## src/rtl/mux_arb_n.sv

```systemverilog
// ---------------------------------------------------------------------------
// mux_arb_n
//
// Registered N-input multiplexer with a valid/ready handshake on every
// channel and on the output. It sits between several datapath sources of the
// multicycle MIPS (PC, ALUOut, MDR, ...) and one shared sink such as the
// memory address/data port.
//
// Two selection modes:
//   mode = 0 : fixed select. Channel 'sel' is granted whenever it is valid.
//              A 'sel' value outside 0..N_IN-1 grants nothing.
//   mode = 1 : round-robin. Scanning starts at the channel after the one
//              granted last, so every valid source gets a turn under
//              contention.
//
// The chosen word is captured in a single output register one clock after
// the input handshake. A simultaneous output transfer and input transfer
// reload the register without a bubble.
//
// Parameters
//   BIT_WIDTH  data width of each channel
//   N_IN       number of input channels (>= 2, any value)
//   SEL_W      index width, derived from N_IN
//
// Ports
//   clk        rising-edge clock
//   rst        asynchronous, active-high reset
//   mode       0 = fixed select by sel, 1 = round-robin over in_valid
//   sel        channel index used in fixed mode
//   in_data    packed channel data, channel i at [i*BIT_WIDTH +: BIT_WIDTH]
//   in_valid   per-channel valid
//   in_ready   per-channel accept, one-hot or zero
//   out_data   registered selected word
//   out_sel    index of the channel that produced out_data
//   out_valid  out_data/out_sel hold a word for the sink
//   out_ready  sink accepts out_data this cycle
// ---------------------------------------------------------------------------
module mux_arb_n #(
    parameter  int BIT_WIDTH = 32,
    parameter  int N_IN      = 4,
    localparam int SEL_W     = $clog2(N_IN)
) (
    input  logic                      clk,
    input  logic                      rst,
    input  logic                      mode,
    input  logic [SEL_W-1:0]          sel,
    input  logic [N_IN*BIT_WIDTH-1:0] in_data,
    input  logic [N_IN-1:0]           in_valid,
    output logic [N_IN-1:0]           in_ready,
    output logic [BIT_WIDTH-1:0]      out_data,
    output logic [SEL_W-1:0]          out_sel,
    output logic                      out_valid,
    input  logic                      out_ready
);

    // Output register and round-robin pointer
    logic [BIT_WIDTH-1:0] r_out_data;
    logic [SEL_W-1:0]     r_out_sel;
    logic                 r_out_valid;
    logic [SEL_W-1:0]     r_rr_ptr;

    // Combinational grant and handshake signals
    logic                 w_load_en;
    logic                 w_grant_any;
    logic [SEL_W-1:0]     w_grant_idx;
    logic [BIT_WIDTH-1:0] w_grant_data;
    logic                 w_take;
    logic [SEL_W-1:0]     w_rr_next;

    // The output register can accept a new word when it is empty or when
    // its current word leaves this same cycle.
    assign w_load_en = !r_out_valid || out_ready;

    // Grant selection. In round-robin mode the channel at offset k from
    // the pointer is (rr_ptr + k) mod N_IN; since both terms are below
    // N_IN the sum is below 2*N_IN, so matching i or i + N_IN covers the
    // wrap without a modulo operator. Earlier offsets win because a grant
    // blocks later matches.
    always_comb begin
        w_grant_any = 1'b0;
        w_grant_idx = '0;
        if (!mode) begin
            for (int i = 0; i < N_IN; i++) begin
                if ((sel == SEL_W'(i)) && in_valid[i]) begin
                    w_grant_any = 1'b1;
                    w_grant_idx = SEL_W'(i);
                end
            end
        end else begin
            for (int k = 0; k < N_IN; k++) begin
                for (int i = 0; i < N_IN; i++) begin
                    if (!w_grant_any && in_valid[i] &&
                        ((int'(r_rr_ptr) + k == i) ||
                         (int'(r_rr_ptr) + k == i + N_IN))) begin
                        w_grant_any = 1'b1;
                        w_grant_idx = SEL_W'(i);
                    end
                end
            end
        end
    end

    // Data of the granted channel
    always_comb begin
        w_grant_data = '0;
        for (int i = 0; i < N_IN; i++) begin
            if (w_grant_idx == SEL_W'(i)) begin
                w_grant_data = in_data[i*BIT_WIDTH +: BIT_WIDTH];
            end
        end
    end

    // A grant only exists for a valid channel, so grant plus load enable
    // is a complete input handshake.
    assign w_take = w_grant_any && w_load_en;

    // Ready goes to the granted channel only, and is held low during reset
    // so no source sees a handshake that the register will not keep.
    always_comb begin
        in_ready = '0;
        for (int i = 0; i < N_IN; i++) begin
            if (w_take && !rst && (w_grant_idx == SEL_W'(i))) begin
                in_ready[i] = 1'b1;
            end
        end
    end

    // Next pointer position: the channel after the one just granted,
    // wrapping explicitly because N_IN need not be a power of two.
    assign w_rr_next = (w_grant_idx == SEL_W'(N_IN - 1)) ? '0
                                                         : w_grant_idx + SEL_W'(1);

    // Output register and round-robin pointer. A new word has priority
    // over clearing valid, which gives the no-bubble reload when the old
    // word leaves in the same cycle. When the word leaves without a
    // replacement only valid drops; data and index keep their last value.
    always_ff @(posedge clk or posedge rst) begin
        if (rst) begin
            r_out_data  <= '0;
            r_out_sel   <= '0;
            r_out_valid <= 1'b0;
            r_rr_ptr    <= '0;
        end else begin
            if (w_take) begin
                r_out_data  <= w_grant_data;
                r_out_sel   <= w_grant_idx;
                r_out_valid <= 1'b1;
                if (mode) begin
                    r_rr_ptr <= w_rr_next;
                end
            end else if (r_out_valid && out_ready) begin
                r_out_valid <= 1'b0;
            end
        end
    end

    assign out_data  = r_out_data;
    assign out_sel   = r_out_sel;
    assign out_valid = r_out_valid;

endmodule

```

## config.mk

```make
export PLATFORM = sky130hd
export DESIGN_NAME = mux_arb_n
export DESIGN_NICKNAME = d
export VERILOG_FILES = /design/src/rtl/mux_arb_n.sv
export SDC_FILE = /design/constraint.sdc
export NUM_CORES = 1
export LEC_CHECK = 0
export ABC_AREA = 0
export CAP_MARGIN = 20
export CORE_MARGIN = 5
export CORE_UTILIZATION = 38
export DETAILED_ROUTE_END_ITERATION = 7
export GPL_TIMING_DRIVEN = 0
export PLACE_DENSITY = 0.95
export SYNTH_ARGS = -nofsm -noshare
export SYNTH_HDL_FRONTEND = slang
export SYNTH_SLANG_ARGS = --single-unit
```

## constraint.sdc

```tcl
create_clock -name clk -period 4.7 [get_ports clk]
set_input_delay 0.94 -clock clk [delete_from_list [all_inputs] [get_ports clk]]
set_output_delay 0.94 -clock clk [all_outputs]
set_load 0.1 [all_outputs]
```

==> impl_results.md <==
* Count of maximum capacitance violations at 0
* Cell taking the most area after synthesis: sky130_fd_sc_hd__dfrtp_1
* WL final at between 10,000 and 15,000 um
* Area of combinational cells with multiple inputs at 0.00141 mm^2
* Number of cells traversed by the worst register-to-register path at 12
* Setup crit end: in_ready[3]
* Net count, final at 624
* Worst Setup SP: in_valid[3]
* Number of buffers inserted during clock tree synthesis at 5
* Maximum ir drop on the vdd rail at 0.419 mV
* Number of placement rows at 29
* Clock H-tree levels at 2
* Placed standard-cell area at 0.00434 mm^2
* Final instance area at 0.00441 mm^2
* Endpoint of the most critical register-to-register path: out_data[9]$_DFFE_PP0P_
* # placed instances at ~560
* Storage cell area at 926 um^2
* # fillers at between 500 and 600
* Largest driver fanout on the critical path at 11
* Fin. Hold Viols at 0
* Width of the die at 90.8 um
* CTS Root Buffer Type: sky130_fd_sc_hd__clkbuf_8
* Shortest clock period the worst path allows after layout at approximately 4500 ps
* Share of the core filled with cells in the final layout at a little over two thirds
* Average size of a mapped cell at 8.20 um^2
* Unrepaired setup endpoints after global routing: false
* First-pass GRT wire length at 16,100 um
* Startpoint-to-endpoint class of the critical path: primary input to primary output
* Required time worst endpoint at 3760 ps
* Global routing usage on met3 at under 10%
* Unique masters post-synth at 31
* Global Route met2 Usage at 42.6%
* Hold bufs inserted after CTS at 0
* Area growth syn-to-layout at 77.5%
* Flip-flop and latch count after synthesis at 37
* Via count at 3,086
* Slew at the pin closest to its max-slew limit at 1030 ps
* Setup crit end kind: primary output
* Final setup violating endpoints at 0
* Routed wire per std cell at 18.4 um
* Met1 usage at 27.9%
* Via count of the first global-routing pass at 3,201
* Netlist area before placement at 0.00248 mm^2
* Clock tree from TritonCTS: done
* Number of I/O port buffers at around 180
* Mapped Nets at 445
* Sequential area share after synthesis at 37.3%
* Final Wtd Congestion at 0.809
* Layout cell share with drive strength beyond 1 at 6.85%
* Post-route clock period utilization at 96.4%
* Clock edge transition at the registers on the reported setup and hold paths at approximately 70 ps
* Leak at 1.71 nW
* Synth top area cells: sky130_fd_sc_hd__dfrtp_1, sky130_fd_sc_hd__a21oi_1, sky130_fd_sc_hd__a221oi_1
* Worst reg2reg path startpoint: r_rr_ptr[0]$_DFFE_PP0P_
* Number of detailed-route iterations in the first pass at 4
* Global route total overflow at 0
* Maximum clock skew at final layout at about 8.1 ps
* Number of antenna violations at the first check in global routing at 0
* Pin count of the biggest net entering global routing at 42
* Outcome: complete, no violations
* Ports placed on the boundary at 177
* FF-to-FF setup slack at 1870 ps
* Most used routing layer: met2
* Detail-routed via count per cell at 5.52
* Sort of element at the start of the critical path: primary input
* Final total power at 0.00253 W
* Non-filler instance count after layout at between 500 and 600
* Synthesis warning total at 0
* Achievable clock frequency at 0.221 GHz
* Class of the tightest hold or removal check: register to register
* Pins over their slew limit at 0
* Maximum number of buffers from clock root to sink at 2
* Detailed router's first-iteration violation count at 99
* Clock latency on the worst-skew pair at 280 ps
* Global routing usage summed across all routing layers at 23.7%
* Setup Buffers After CTS at 0
* Number of instances in the synthesized netlist at between 300 and 400
* Antenna Violating Nets Remaining at 0
* Pwr Density at 574 mW/mm^2
* Count of unresolved DRC violations after routing at 0
* Die boundary height at 90.8 um
* Number of antenna cells inserted at 0
* Post-detail-place hpwl at 8080 um
* Core box area at 0.00635 mm^2
* Clock Sink Count at 37
* Proportion of netlist area held by the largest area contributor at a little under two fifths
* Rel. slew slack at 31.3%
* Setup TNS at 0 ps
* Data arrival time at the worst-slack endpoint at 3590 ps
* Area of the die at 0.00825 mm^2
* Initial Utilization at 39.1%
## synthesized netlist by cell type
cell	n
sky130_fd_sc_hd__a21oi_1	65
sky130_fd_sc_hd__dfrtp_1	37
sky130_fd_sc_hd__nor2_1	35
sky130_fd_sc_hd__nor2b_1	33
sky130_fd_sc_hd__a221oi_1	31
sky130_fd_sc_hd__nor3_1	31
sky130_fd_sc_hd__clkbuf_1	17
sky130_fd_sc_hd__buf_2	8
sky130_fd_sc_hd__inv_1	7
sky130_fd_sc_hd__and3_1	5
sky130_fd_sc_hd__ha_1	4
sky130_fd_sc_hd__a21oi_2	3
sky130_fd_sc_hd__mux2_2	3
sky130_fd_sc_hd__nand2_1	3
sky130_fd_sc_hd__buf_6	2
sky130_fd_sc_hd__mux2i_1	2
sky130_fd_sc_hd__nand2b_1	2
sky130_fd_sc_hd__o21ai_0	2
sky130_fd_sc_hd__a211oi_1	1
sky130_fd_sc_hd__a21o_1	1
sky130_fd_sc_hd__a22o_1	1
sky130_fd_sc_hd__a22oi_1	1
sky130_fd_sc_hd__buf_1	1
sky130_fd_sc_hd__mux4_2	1
sky130_fd_sc_hd__nor2_2	1
sky130_fd_sc_hd__nor3_4	1
sky130_fd_sc_hd__nor3b_1	1
sky130_fd_sc_hd__o21a_1	1
sky130_fd_sc_hd__o21bai_1	1
sky130_fd_sc_hd__o221ai_1	1
sky130_fd_sc_hd__o2bb2ai_1	1
## placed cells by master (no fill, tap or decap), drive strengths merged, types with 4 or more instances in the layout
cell / netlist / layout
ha: 4 / 4
buf: 11 / 15
a221oi: 31 / 31
nor2: 36 / 36
nor3: 32 / 32
dfrtp: 37 / 37
clkbuf: 17 / 19
inv: 7 / 7
clkdlybuf4s50: 0 / 172
and3: 5 / 5
nor2b: 33 / 33
a21oi: 68 / 68
## per-layer routing
layer / wire length (um) / up-vias
met5: 0 / -
met4: 112 / 0
met3: 853 / 10
met2: 5230 / 149
met1: 4070 / 1463
li1: - / 1464
## cell type report
type,count,area share (%)
timing repair buffer,176,39.7
buffer,24,2.64
multi-input combinational,231,32.0
tap,77,2.19
clock buffer,7,1.96
inverter,7,0.596
sequential,37,21.0
## repair_timing
item / 4_1_cts / 5_1_grt
cloned: 0 / 0
setup endpoints to repair: 4 / 3
pin swaps: 0 / 0
resized for setup: 18 / 4
## logic make-up after synthesis
kind of cell             after synthesis  share of synthesized area [%]
AND/OR/NAND/NOR                      112                           23.3
AO/OA/AOI/OAI                        109                           28.1
flip-flops                            37                           37.3
buffers and inverters                 35                           6.30
multiplexers                           6                           3.07
adder cells (fa/ha/maj)                4                           2.02
## power breakdown
part | switching, W | internal [W]
Combinational | 0.00127 | 0.000526
Clock | 0.000108 | 0.000116
Sequential | 0.0000696 | 0.000437
Total | 0.00145 | 0.00108
## sequential cells by signal, indices dropped and copies added (netlist names)
signal	cells
out_valid	1
out_sel	2
r_rr_ptr	2
out_data	32
## per-stage QoR
| stage | hold WS [ps] | setup slack [ps] |
|---|---|---|
| floorplan | 531 | 619 |
| global placement | 504 | -965 |
| detailed placement | 515 | -1000 |
| CTS | 530 | 23.1 |
| global route | 548 | 48.4 |
| finish | 526 | 169 |
## worst min path at each step
stage	from	to	slack, ps	depth (start not counted)
floorplan	r_rr_ptr[0]$_DFFE_PP0P_	r_rr_ptr[0]$_DFFE_PP0P_	530	2
global placement	out_data[20]$_DFFE_PP0P_	out_data[20]$_DFFE_PP0P_	500	2
detailed placement	out_data[20]$_DFFE_PP0P_	out_data[20]$_DFFE_PP0P_	510	2
CTS	out_data[20]$_DFFE_PP0P_	out_data[20]$_DFFE_PP0P_	530	2
global route	out_data[6]$_DFFE_PP0P_	out_data[6]$_DFFE_PP0P_	550	2
finish	out_data[20]$_DFFE_PP0P_	out_data[20]$_DFFE_PP0P_	530	2
## critical path, stage by stage
cell	delay, ps
sky130_fd_sc_hd__clkdlybuf4s50_1	560
sky130_fd_sc_hd__inv_1	60
sky130_fd_sc_hd__a22o_1	180
sky130_fd_sc_hd__a211oi_1	330
sky130_fd_sc_hd__a21o_1	250
sky130_fd_sc_hd__ha_2	340
sky130_fd_sc_hd__clkbuf_2	300
sky130_fd_sc_hd__and3_1	180
sky130_fd_sc_hd__buf_2	430
Note: power is estimated with default switching activity, not from simulation.
